[config.mk]
export PLATFORM = sky130hd
export DESIGN_NAME = btn_debounce_multi
export DESIGN_NICKNAME = d
export VERILOG_FILES = /design/src/rtl/btn_debounce_multi.sv
export SDC_FILE = /design/constraint.sdc
export NUM_CORES = 1
export LEC_CHECK = 0
export ABC_AREA = 1
export ABC_CLOCK_PERIOD_IN_PS = 3150
export BUFFER_PORTS_ARGS = -buffer_cell sky130_fd_sc_hd__buf_2
export CAP_MARGIN = 20
export CELL_PAD_IN_SITES_DETAIL_PLACEMENT = 2
export CELL_PAD_IN_SITES_GLOBAL_PLACEMENT = 2
export CORE_MARGIN = 2
export CORE_UTILIZATION = 32
export CTS_CLUSTER_SIZE = 12
export DETAILED_ROUTE_END_ITERATION = 12
export PLACE_DENSITY_LB_ADDON = 0.1
export SETUP_SLACK_MARGIN = 0.02
export SYNTH_ARGS = -nofsm -noshare
export SYNTH_HDL_FRONTEND = slang
export SYNTH_SLANG_ARGS = --single-unit
[constraint.sdc]
create_clock -name clk -period 3.15 [get_ports clk]
set_input_delay 0.4725 -clock clk [delete_from_list [all_inputs] [get_ports clk]]
set_output_delay 0.4725 -clock clk [all_outputs]
set_load 0.03 [all_outputs]
[src/rtl/btn_debounce_multi.sv]
// btn_debounce_multi
//   Multi-channel push-button conditioner. Each channel is synchronized into
//   clk, then debounced: a change is accepted only after it has been seen for
//   DEBOUNCE_CYCLES consecutive cycles at the synchronizer output. Accepted
//   presses/releases produce one-cycle pulses, and presses on channels
//   selected by TX_MASK request a UART transmission.
//
// Ports
//   clk        single clock, all flops on rising edge
//   rst_n      asynchronous active-low reset
//   btn_in     raw asynchronous button inputs, N_CH bits
//   btn_level  debounced level per channel, 1 = pressed
//   btn_rise   one-cycle pulse per accepted press
//   btn_fall   one-cycle pulse per accepted release
//   tx_start   one-cycle request, OR of masked accepted presses
module btn_debounce_multi #(
    parameter int              N_CH            = 4,
    parameter int              DEBOUNCE_CYCLES = 1000000,
    parameter int              SYNC_STAGES     = 2,
    parameter int              ACTIVE_LOW      = 0,
    parameter logic [N_CH-1:0] TX_MASK         = {N_CH{1'b1}}
) (
    input  logic            clk,
    input  logic            rst_n,
    input  logic [N_CH-1:0] btn_in,
    output logic [N_CH-1:0] btn_level,
    output logic [N_CH-1:0] btn_rise,
    output logic [N_CH-1:0] btn_fall,
    output logic            tx_start
);

    localparam int             CW      = $clog2(DEBOUNCE_CYCLES);
    localparam logic [CW-1:0]  CNT_MAX = CW'(DEBOUNCE_CYCLES - 1);

    logic [SYNC_STAGES-1:0][N_CH-1:0] sync_q, sync_d;
    logic [N_CH-1:0][CW-1:0]          cnt_q, cnt_d;
    logic [N_CH-1:0]                  level_q, level_d;
    logic [N_CH-1:0]                  rise_q, rise_d;
    logic [N_CH-1:0]                  fall_q, fall_d;
    logic                             tx_q, tx_d;
    logic [N_CH-1:0]                  s;

    // Polarity is normalised before the first flop so that everything
    // downstream sees 1 = pressed.
    always_comb begin
        sync_d    = '0;
        sync_d[0] = (ACTIVE_LOW != 0) ? ~btn_in : btn_in;
        for (int k = 1; k < SYNC_STAGES; k++) begin
            sync_d[k] = sync_q[k-1];
        end
    end

    assign s = sync_q[SYNC_STAGES-1];

    // The counter measures how long s has disagreed with the accepted level;
    // any agreement restarts the measurement, so short glitches vanish.
    always_comb begin
        cnt_d   = cnt_q;
        level_d = level_q;
        rise_d  = '0;
        fall_d  = '0;
        for (int i = 0; i < N_CH; i++) begin
            if (s[i] == level_q[i]) begin
                cnt_d[i] = '0;
            end else if (cnt_q[i] == CNT_MAX) begin
                cnt_d[i]   = '0;
                level_d[i] = s[i];
                rise_d[i]  = s[i];
                fall_d[i]  = ~s[i];
            end else begin
                cnt_d[i] = cnt_q[i] + CW'(1);
            end
        end
        // Computed from rise_d so the request lands in the same cycle as the
        // registered rise pulse.
        tx_d = |(rise_d & TX_MASK);
    end

    always_ff @(posedge clk or negedge rst_n) begin
        if (!rst_n) begin
            sync_q  <= '0;
            cnt_q   <= '0;
            level_q <= '0;
            rise_q  <= '0;
            fall_q  <= '0;
            tx_q    <= 1'b0;
        end else begin
            sync_q  <= sync_d;
            cnt_q   <= cnt_d;
            level_q <= level_d;
            rise_q  <= rise_d;
            fall_q  <= fall_d;
            tx_q    <= tx_d;
        end
    end

    assign btn_level = level_q;
    assign btn_rise  = rise_q;
    assign btn_fall  = fall_q;
    assign tx_start  = tx_q;

endmodule

=== Yosys cells after proc, flatten, opt, wreduce, memory -nomap -nowiden ===
Index checks and enable logic that the tools add are counted.

* Output and inout port bits: 13
* Bits in registers: 101
* Logic and storage cells: 62
* Bits of input ports: 6

* Equality and inequality tests: 8
* Bitwise operators: 8
* Reduce and logical (&&, ||, !) cells: 5
* Add/sub/neg operators: 4
* Multiplexer cells: 24

{| class="wikitable"
|+ Operator list
! operator !! number
|-
| $mux W20 || 8
|-
| $add A20 B1 Y20 const B || 4
|-
| $eq A20 B20 Y1 const B || 4
|-
| $mux W1 || 16
|-
| $not A1 Y1 || 8
|-
| $reduce_and A2 Y1 || 4
|-
| $eq A1 B1 Y1 || 4
|-
| $reduce_or A4 Y1 || 1
|}

=== Depth between registers and ports, before layout ===
Gate-level depths: netlist of run 1.

* Word-level depth: 4
* Depth in mapped cells: 9
* Depth with buffers taken out: 9

=== Worst setup path before layout of run 1 ===
OpenSTA, ideal clock, no wires.

* Path kind: flip-flop to flip-flop
* From: register level_q[3] (netlist: btn_level[3])
* To: register cnt_q[65] in the netlist's numbering
* Path slack: 1680 ps
* Arrival time: 1351 ps
* Setup time: 120 ps
* Buffers on the path: 0
* Cell stages (with the launch flop): 8
* Clock period less this slack: 1470 ps
* Required time: 3030 ps
* Cell sequence: dfrtp_1 inv_1 nand2_1 inv_1 nor2_1 inv_2 nand2_2 nor2_1

{| class="wikitable"
|+ RTL lines
! element !! line !! RTL
|-
| start: declaration || 37 || <nowiki>logic [N_CH-1:0] level_q, level_d;</nowiki>
|-
| start signal: assignment || 90 || <nowiki>level_q <= level_d;</nowiki>
|-
| end signal: assignment || 89 || <nowiki>cnt_q <= cnt_d;</nowiki>
|-
| end: declaration || 36 || <nowiki>logic [N_CH-1:0][CW-1:0] cnt_q, cnt_d;</nowiki>
|}

==> run summary, run 1 <==
Total GRT Usage - 17.6%
Layout area overhead - 12.9%
setup violators final - 0
die height - 133 um
core area - 16400 um^2
CTS H-tree depth - 3
Final period util - 55.7%
Setup Total Neg Slack - 0 ns
TritonCTS Buffers - 9
cells along the critical path - ha_1 -> nand3_1 -> nor3_2 -> nand2_2 -> nand2_2 -> nor2_1
Slew Limit Fails - 0
Distinct cells, synth - 26
Crit. End Element - flop
initial antenna violation count - 0
clk sinks - 101
Total Nets Final - 709
clock slew at reported path FFs - 0.08 ns
global-route wire length before repair - 24900 um
fraction of layout cells with a size suffix above 1 - 11.1%
IO buf count - 18
Worst path slowest cell - dfrtp_1
Clk Tree Root Cell - clkbuf_16
grt total ovfl - 0
Critical Path RT - 3.40 ns
Worst Skew - 0.0108 ns
crit-path most repeated cell - nand2_2
Post-CTS Setup Bufs - 0
max incr delay on CP - 0.42 ns
CTS tree - built
clk buf depth - 2
Cell Area, Synth - 5310 um^2
I/O pin count - 19
gpl congestion - 0.781
pwr/cell area - 434 nW/um^2
Seq/Total Area, Yosys - 47.6%
Row Count - 47
Resize count post-CTS - 0
synthesized flop and latch total - 101
Final Hold Viols - 0
clk_lat worst skew - 0.36 ns
Post-Synthesis Cells - 670
RSZ-0062 raised after global routing - false
worst endpoint data arrival time - 2.00 ns
Finished Core Util - 36.5%
worst vdd ir - 0.000259 V
vias in the first global route - 4912
Min-Delay Path Class - in2async
ANT cells - 0
initial drt markers - 146
worst-path fanout max - 7
Slew @ Worst Pin - 0.691 ns
status - completed
post-route cell area - 5990 um^2
Antenna Nets Post-Route - 0
Max Fclk - 0.570 GHz
Die X - 133 um
net count after synthesis - 680
Top delay family on crit path - simple AND/OR/NAND/NOR gates
CP startpoint kind - flop
worst rel slew slack - 53.8%
DR vias - 4423
Starting Density - 32.3%
most common cell after layout, fill and taps aside - nor2_1
Crit Path Class - reg2reg
Syn Area/Cell - 7.92 um^2
minimum clock period - 1.76 ns
fill count - 1939
First-pass DRT Iterations - 4
worst path bufs/invs - 0
Post-Route WL - 14400 um
largest net degree at the start of global routing - 66
CTS Hold Bufs - 0
vias per cell - 4.79
max-cap violations - 0
top-area cell type share of the netlist area - 47.6%
Residual DRC - 0
Lkg Pwr - 2.68 nW
R2R depth - 6
placed cell areas - 5680 um^2
Yosys top cell by area - dfrtp_1
Avg WL per Cell - 15.6 um
HPWL Detailed - 11100 um
synth warn - 0
highest-count cells in the layout ignoring fill and taps - 165 x nor2_1, 113 x nand2_1, 101 x dfrtp_1, 80 x inv_1, 74 x nand3_1
WP depth - 6
DIE AREA - 17600 um^2
Synth area leaders - dfrtp_1 48%, nor2_1 12%, nand2_1 8.0%
-- per-layer routing --
| layer | global-route usage (%) | share of wire [%] |
|---|---|---|
| met5 | 0 | 0 |
| met4 | 3.23 | 0.83 |
| met3 | 3.79 | 1.8 |
| met2 | 31.1 | 50 |
| met1 | 22.3 | 47 |
-- cell usage after synthesis (all sizes together) --
master / n
nor3b: 2
o21bai: 2
nand2: 126
dfrtp: 101
xnor2: 13
xor2: 23
nor3: 16
ha: 4
nand4: 7
nor2: 182
inv: 82
a31oi: 2
nand3: 79
a21oi: 23
buf: 1
o21ai: 4
nand3b: 3
-- state kept, by name, summed over array words and instances, names as in the netlist --
register,flops
s,4
btn_fall,4
tx_start,1
sync_d,4
btn_level,4
btn_rise,4
cnt_q,80
-- power breakdown --
| part | total (mW) | leakage [nW] | switching, mW | internal, mW |
|---|---|---|---|---|
| combinational | 0.0941 | 1.15 | 0.0696 | 0.0245 |
| sequential | 1.33 | 1.38 | 0.0145 | 1.31 |
| clock | 1.18 | 0.149 | 0.546 | 0.630 |
-- per-stage QoR --
stage	setup slack [ns]	total power [mW]	std cells	hold slack, ns
2_1_floorplan	1.68	1.40	670	0.177
6_report	1.39	2.60	924	0.105
3_5_place_dp	1.38	1.45	908	0.336
5_1_grt	1.22	2.70	924	0.126
3_3_place_gp	1.46	1.45	908	0.332
4_1_cts	1.36	2.65	924	0.113
-- path summary, 6_finish.rpt --
path / to / slack, ns / start
min reg2reg: s[3] / 0.35 / sync_d[7]
max reg2reg: cnt_q[29] / 1.39 / cnt_q[20]
max in group asynchronous: cnt_q[74] / 2.30 / rst_n
max: cnt_q[29] / 1.39 / cnt_q[20]
min in group clk: sync_d[6] / 0.21 / btn_in[2]
min: cnt_q[27] / 0.10 / rst_n
-- cell type report --
class | count | area [um^2] | share of cell area [%]
clock inverters | 7 | 82.6 | 1.38
inverters | 82 | 308 | 5.14
well taps | 220 | 275 | 4.60
clock buffers | 9 | 225 | 3.76
flip-flops and latches | 101 | 2530 | 42.2
repair buffers | 19 | 113 | 1.88
multi-input cells | 486 | 2460 | 41.0
-- cell families after synthesis --
| kind of cell | synth area share, % |
|---|---|
| flip-flops | 47.6 |
| AO/OA/AOI/OAI | 3.07 |
| AND/OR/NAND/NOR | 36.4 |
| adder cells (fa/ha/maj) | 0.943 |
| buffers and inverters | 6.01 |
| XOR/XNOR | 5.94 |
No activity file was read; power rests on OpenSTA's default activity.
==> inputs of run 2 (changes only) <==
--- a/config.mk
+++ b/config.mk
@@ -6,7 +6,7 @@
 export NUM_CORES = 1
 export LEC_CHECK = 0
 export ABC_AREA = 1
-export ABC_CLOCK_PERIOD_IN_PS = 3150
+export ABC_CLOCK_PERIOD_IN_PS = 1700
 export BUFFER_PORTS_ARGS = -buffer_cell sky130_fd_sc_hd__buf_2
 export CAP_MARGIN = 20
 export CELL_PAD_IN_SITES_DETAIL_PLACEMENT = 2
==> constraint.sdc (replaced) <==
create_clock -name clk -period 1.7 [get_ports clk]
set_input_delay 0.255 -clock clk [delete_from_list [all_inputs] [get_ports clk]]
set_output_delay 0.255 -clock clk [all_outputs]
set_load 0.03 [all_outputs]
==> run 2 against run 1 <==
Net effect:
- via count up 0.20%
- global-route usage up 0.46 points
- highest routed layer unchanged
- largest power group unchanged
- sequential cell count unchanged
- clock skew down 0.0027 ns
- hold slack worse by 0.071 ns
==> run summary, run 2 (synthesis gave the netlist of run 1 again) <==
status - completed
combinational fraction of design power - 4.0%
Worst Hold End - sync_d[5]
Psw - 1.10 mW
R2R depth - 6
worst r2r src - cnt_q[64]
Layout area overhead - 15.9%
clk_lat worst skew - 0.35 ns
post-route cell area - 6150 um^2
crit-path most repeated cell - nand2_1
Crit Path Class - reg2reg
HPWL Detailed - 11200 um
Post-CTS Setup Bufs - 0
pwr/cell area - 792 nW/um^2
worst flop-to-flop path endpoint - btn_fall[3]
Lkg Pwr - 2.79 nW
Power, Total - 4.87 mW
worst vdd ir - 0.000534 V
most common cell after layout, fill and taps aside - nor2_1
Net Sw Frac - 22.5%
WHS Path Cells - 1
worst rel slew slack - 71.9%
max incr delay on CP - 0.42 ns
Critical Path RT - 1.90 ns
ANT cells - 0
fill count - 1913
setup ws final - 0.134 ns
Total Nets Final - 724
Total GRT Usage - 18.1%
Reg2Reg Setup Slack - 0.13 ns
Antenna Nets Post-Route - 0
highest-count cells in the layout ignoring fill and taps - 164 x nor2_1, 113 x nand2_1, 101 x dfrtp_1, 80 x inv_1, 74 x nand3_1
vias in the first global route - 4952
max-cap violations - 0
Crit. End Element - flop
Max Fclk - 0.639 GHz
Residual DRC - 0
Final Hold Viols - 0
RSZ-0062 raised after global routing - true
First-pass DRT Iterations - 4
placed cell areas - 5780 um^2
Top reg by flops - cnt_q
CTS H-tree depth - 3
Worst Min Path Start - btn_in[1]
Die X - 133 um
initial drt markers - 123
CP startpoint kind - flop
Row Count - 47
worst-path fanout max - 7
grt total ovfl - 0
cells along the critical path - nand2_1 -> nor2_1 -> nand2_1 -> inv_2 -> nand3_2 -> nor3_1
die height - 133 um
DR vias - 4432
vias per cell - 4.73
pre-CTS WS - 0.0669 ns
Slew Limit Fails - 0
core area - 16400 um^2
P_int - 3.77 mW
largest net degree at the start of global routing - 42
TritonCTS Buffers - 9
max FFs per register - 80
Slew @ Worst Pin - 0.418 ns
Starting Density - 32.3%
Avg WL per Cell - 15.8 um
initial antenna violation count - 0
worst endpoint data arrival time - 1.77 ns
DIE AREA - 17600 um^2
I/O pin count - 19
Worst path slowest cell - dfrtp_1
clock slew at reported path FFs - 0.07 ns
Min-Delay Path Class - in2reg
IO buf count - 18
minimum clock period - 1.57 ns
clk buf depth - 2
global-route wire length before repair - 25400 um
top sig layer - met4
CTS tree - built
clk sinks - 101
gpl congestion - 0.764
Worst Skew - 0.00809 ns
WL met3 - 328 um
Routed met2 length - 7490 um
Clock power frac - 45.4%
setup violators final - 0
Sequential Power Share - 50.5%
Post-Route WL - 14800 um
routed metal-1 wire length - 6810 um
Clk Tree Root Cell - clkbuf_16
fraction of layout cells with a size suffix above 1 - 12.3%
Final period util - 92.1%
-- run 2: changes by cell type in the layout (fill, tap and decap cells not counted), sizes merged --
| cell | before | now |
|---|---|---|
| buf | 19 | 30 |
| inv | 84 | 82 |
| dlygate4sd3 | 0 | 4 |
| bufinv | 1 | 2 |
| clkinvlp | 1 | 2 |
| clkbuf | 9 | 10 |
| clkinv | 3 | 0 |
-- run 2: per-stage QoR --
step	util (%)	std cells	setup TNS, ns	hold WS (ns)
final	37.5	937	0	0.0333
after global routing	37.5	937	-0.0359	0.0148
after CTS	37.2	936	0	0.00179
after detailed placement	35.2	919	0	0.197
after global placement	35.2	919	0	0.198
after floorplan	-	670	0	-0.0406
-- run 2: final cells by class --
type	instances	area [um^2]	share of cell area (%)
Timing Repair Buffer	34	248	4.03
Clock inverter	4	75.1	1.22
Clock buffer	10	229	3.72
Sequential cell	101	2530	41.1
Inverter	82	308	5.01
Tap cell	220	275	4.48
Multi-Input combinational cell	486	2490	40.4
-- run 2: worst max path at each step --
stage               slack, ns         start          end
floorplan                0.23  btn_level[3]    cnt_q[65]
global placement         0.14     cnt_q[20]    cnt_q[38]
detailed placement       0.07     cnt_q[20]    cnt_q[38]
CTS                      0.05     cnt_q[20]    cnt_q[38]
global route            -0.02     cnt_q[20]    cnt_q[38]
finish                   0.13     cnt_q[64]  btn_fall[3]
-- run 2: power groups by stage --
| stage | Sequential (mW) | Clock [mW] | Combinational [mW] |
|---|---|---|---|
| 6_report | 2.46 | 2.21 | 0.197 |
| 4_1_cts | 2.46 | 2.31 | 0.205 |
| 2_1_floorplan | 2.50 | 0 | 0.0873 |
| 3_3_place_gp | 2.50 | 0 | 0.192 |
| 3_5_place_dp | 2.51 | 0 | 0.198 |
| 5_1_grt | 2.46 | 2.40 | 0.228 |
-- run 2: worst max-delay path: cells and delay by family (launching register included) --
kind	cells	cell delay, ns
simple gates	5	0.91
flops	1	0.42
buf+inv	1	0.10
-- run 2: repair_timing --
item | CTS | global route
endpoints found under the setup margin | 0 | 10
resized for setup | 0 | 6
hold buffers | 3 | 1
endpoints found under the hold margin | 24 | 1
-- run 2: layer usage --
metal	GRT usage (%)	up-vias
met5	0	-
met4	3.64	0
met3	4.02	9
met2	31.6	27
met1	23.0	2210
li1	-	2186
==> inputs of run 3 (changes only) <==
--- a/config.mk
+++ b/config.mk
@@ -5,7 +5,6 @@
 export SDC_FILE = /design/constraint.sdc
 export NUM_CORES = 1
 export LEC_CHECK = 0
-export ABC_AREA = 1
 export ABC_CLOCK_PERIOD_IN_PS = 1700
 export BUFFER_PORTS_ARGS = -buffer_cell sky130_fd_sc_hd__buf_2
 export CAP_MARGIN = 20
@@ -15,6 +14,8 @@
 export CORE_UTILIZATION = 32
 export CTS_CLUSTER_SIZE = 12
 export DETAILED_ROUTE_END_ITERATION = 12
+export GPL_ROUTABILITY_DRIVEN = 0
+export HOLD_SLACK_MARGIN = 0.02
 export PLACE_DENSITY_LB_ADDON = 0.1
 export SETUP_SLACK_MARGIN = 0.02
 export SYNTH_ARGS = -nofsm -noshare
==> run 3 against run 2 <==
Net effect:
- the flow now finishes with violations (negative setup slack)
- sequential power about the same
- core utilization up 9.4 points
- die area down 12%
- first-iteration DRC count up 6.5%
- hold slack better by 0.32 ns
- cell count down 15%
- wire length up 1.3%
- critical path depth down 1
- critical path type unchanged
- largest cell class unchanged
==> run summary, run 3 <==
Min-Delay Path Class - in2async
worst rel slew slack - 68.2%
IO buf count - 18
Total GRT Usage - 19.4%
Post-synth EDFFs - 0
Total Nets Final - 613
most common cell after layout, fill and taps aside - buf_4
Post-Route WL - 15000 um
initial drt markers - 131
top-area cell type share of the netlist area - 54.1%
max-cap violations - 0
Distinct cells, synth - 39
Slew Limit Fails - 0
I/O pin count - 19
Lkg Pwr - 2.90 nW
max incr delay on CP - 0.60 ns
most frequent cell after synthesis - dfrtp_1
Seq/Total Area, Yosys - 54.1%
Synth area leaders - dfrtp_1 54%, xnor2_1 5.2%, nor2_1 4.8%
ANT cells - 0
Top delay family on crit path - simple AND/OR/NAND/NOR gates
CTS H-tree depth - 3
Die X - 125 um
synth warn - 0
clk buf depth - 2
Final Hold Viols - 0
fill count - 1491
Slew @ Worst Pin - 0.473 ns
vias per cell - 5.15
crit-path most repeated cell - or4_4
Post-Synthesis Cells - 458
pwr/cell area - 728 nW/um^2
Starting Density - 32.4%
First-pass DRT Iterations - 4
TritonCTS Buffers - 9
grt total ovfl - 0
RSZ-0062 raised after global routing - true
HPWL Detailed - 9620 um
Worst Skew - 0.00764 ns
core area - 14400 um^2
highest-count cells in the layout ignoring fill and taps - 108 x buf_4, 101 x dfrtp_1, 40 x nor2_1, 28 x xnor2_1, 27 x nand3_1
Crit Path Class - reg2reg
clk sinks - 101
minimum clock period - 2.10 ns
initial antenna violation count - 0
global-route wire length before repair - 23800 um
worst endpoint data arrival time - 2.39 ns
Top reg by flops - cnt_q
Antenna Nets Post-Route - 0
CTS tree - built
cells along the critical path - or4_1 -> or4_4 -> buf_4 -> nor4_4 -> or4_4
synthesized flop and latch total - 101
Layout area overhead - 44.7%
Worst path slowest cell - or4_4
setup ws final - -0.396 ns
Critical Path RT - 1.99 ns
Max Fclk - 0.477 GHz
most frequent cells after synthesis - 101 x dfrtp_1, 60 x nor2_1, 29 x nand3_1
ys flop type - dfrtp_1
fraction of layout cells with a size suffix above 1 - 37.7%
worst-path fanout max - 3
post-route cell area - 6770 um^2
Syn Area/Cell - 10.2 um^2
Power, Total - 4.93 mW
worst path bufs/invs - 1
net count after synthesis - 468
largest net degree at the start of global routing - 48
Hold Slack - 0.349 ns
max FFs per register - 80
Row Count - 44
setup violators final - 50
Crit. End Element - flop
die height - 125 um
Clk Tree Root Cell - clkbuf_16
DR vias - 4076
Final period util - 123%
Cell Area, Synth - 4670 um^2
worst vdd ir - 0.000502 V
Avg WL per Cell - 18.9 um
placed cell areas - 5810 um^2
status - finished, violations left
Residual DRC - 0
failing checks - negative setup slack
Yosys top cell by area - dfrtp_1
clock slew at reported path FFs - 0.07 ns
Post-synth ARST share - 100%
CP startpoint kind - flop
DIE AREA - 15600 um^2
vias in the first global route - 4586
clk_lat worst skew - 0.35 ns
-- run 3: report_power, final --
part	internal [mW]	total [mW]	switching (mW)
clock	1.23	2.17	0.940
sequential	2.43	2.46	0.0248
combinational	0.131	0.301	0.170
total	3.79	4.93	1.13
-- run 3: layout make-up --
| class | instances | area, um^2 | area share [%] |
|---|---|---|---|
| flip-flops and latches | 101 | 2530 | 37.4 |
| multi-input cells | 332 | 2440 | 36.0 |
| repair buffers | 145 | 1210 | 17.8 |
| clock buffers | 11 | 253 | 3.74 |
| well taps | 184 | 230 | 3.40 |
| clock inverters | 5 | 57.6 | 0.851 |
| inverters | 14 | 52.6 | 0.777 |
-- run 3: metrics by stage --
step | setup TNS (ns) | util [%] | worst slack, ns | cells
after detailed placement | -9.88 | 40.3 | -0.355 | 749
after global placement | -7.73 | 40.3 | -0.322 | 749
after floorplan | -6.67 | - | -0.341 | 458
after global routing | -16.43 | 46.9 | -0.436 | 792
after CTS | -10.0 | 44.1 | -0.333 | 782
final | -12.36 | 46.9 | -0.396 | 792
-- run 3: worst reg2reg max path: stages (launching register included) --
cell and delay (ns):
dfrtp_1 0.39, or4_1 0.53, or4_4 0.60, buf_4 0.17
nor4_4 0.16, or4_4 0.18
-- run 3: kinds of logic after synthesis --
| logic type | count (synthesis) | share of synthesized area (%) |
|---|---|---|
| XOR/XNOR | 52 | 9.74 |
| adder cells (fa/ha/maj) | 4 | 1.07 |
| AND/OR/NAND/NOR | 220 | 25.6 |
| AO/OA/AOI/OAI | 53 | 6.56 |
| flip-flops | 101 | 54.1 |
| buffers and inverters | 25 | 2.22 |
| multiplexers | 3 | 0.723 |
-- run 3: routing by layer --
metal / up-vias / global-route usage, % / share of wire, %
met5: - / 0 / 0
met4: 0 / 5.29 / 1.8
met3: 20 / 4.12 / 1.9
met2: 33 / 35.4 / 55
met1: 2100 / 23.0 / 41
li1: 1923 / - / -
-- run 3: path summary, 6_finish.rpt --
| path | startpoint | to | slack (ns) | cells past startpoint |
|---|---|---|---|---|
| max reg2reg | cnt_q[30] | tx_start | -0.40 | 5 |
| min in group clk | sync_d[5] | s[1] | 0.35 | 0 |
| max | cnt_q[30] | tx_start | -0.40 | 5 |
| max in group asynchronous | rst_n | cnt_q[23] | 0.78 | 3 |
| min | rst_n | cnt_q[13] | 0.35 | 2 |
| min reg2reg | sync_d[5] | s[1] | 0.35 | 0 |
-- run 3: timing repair --
item                       in CTS  in global routing
pin swaps                       9                 24
gates resized for setup        18                 71
gates cloned                    1                  1
hold buffers                    5                  0
setup endpoints to repair      84                 86
setup buffers                  11                 11
hold endpoints to repair       24                  0
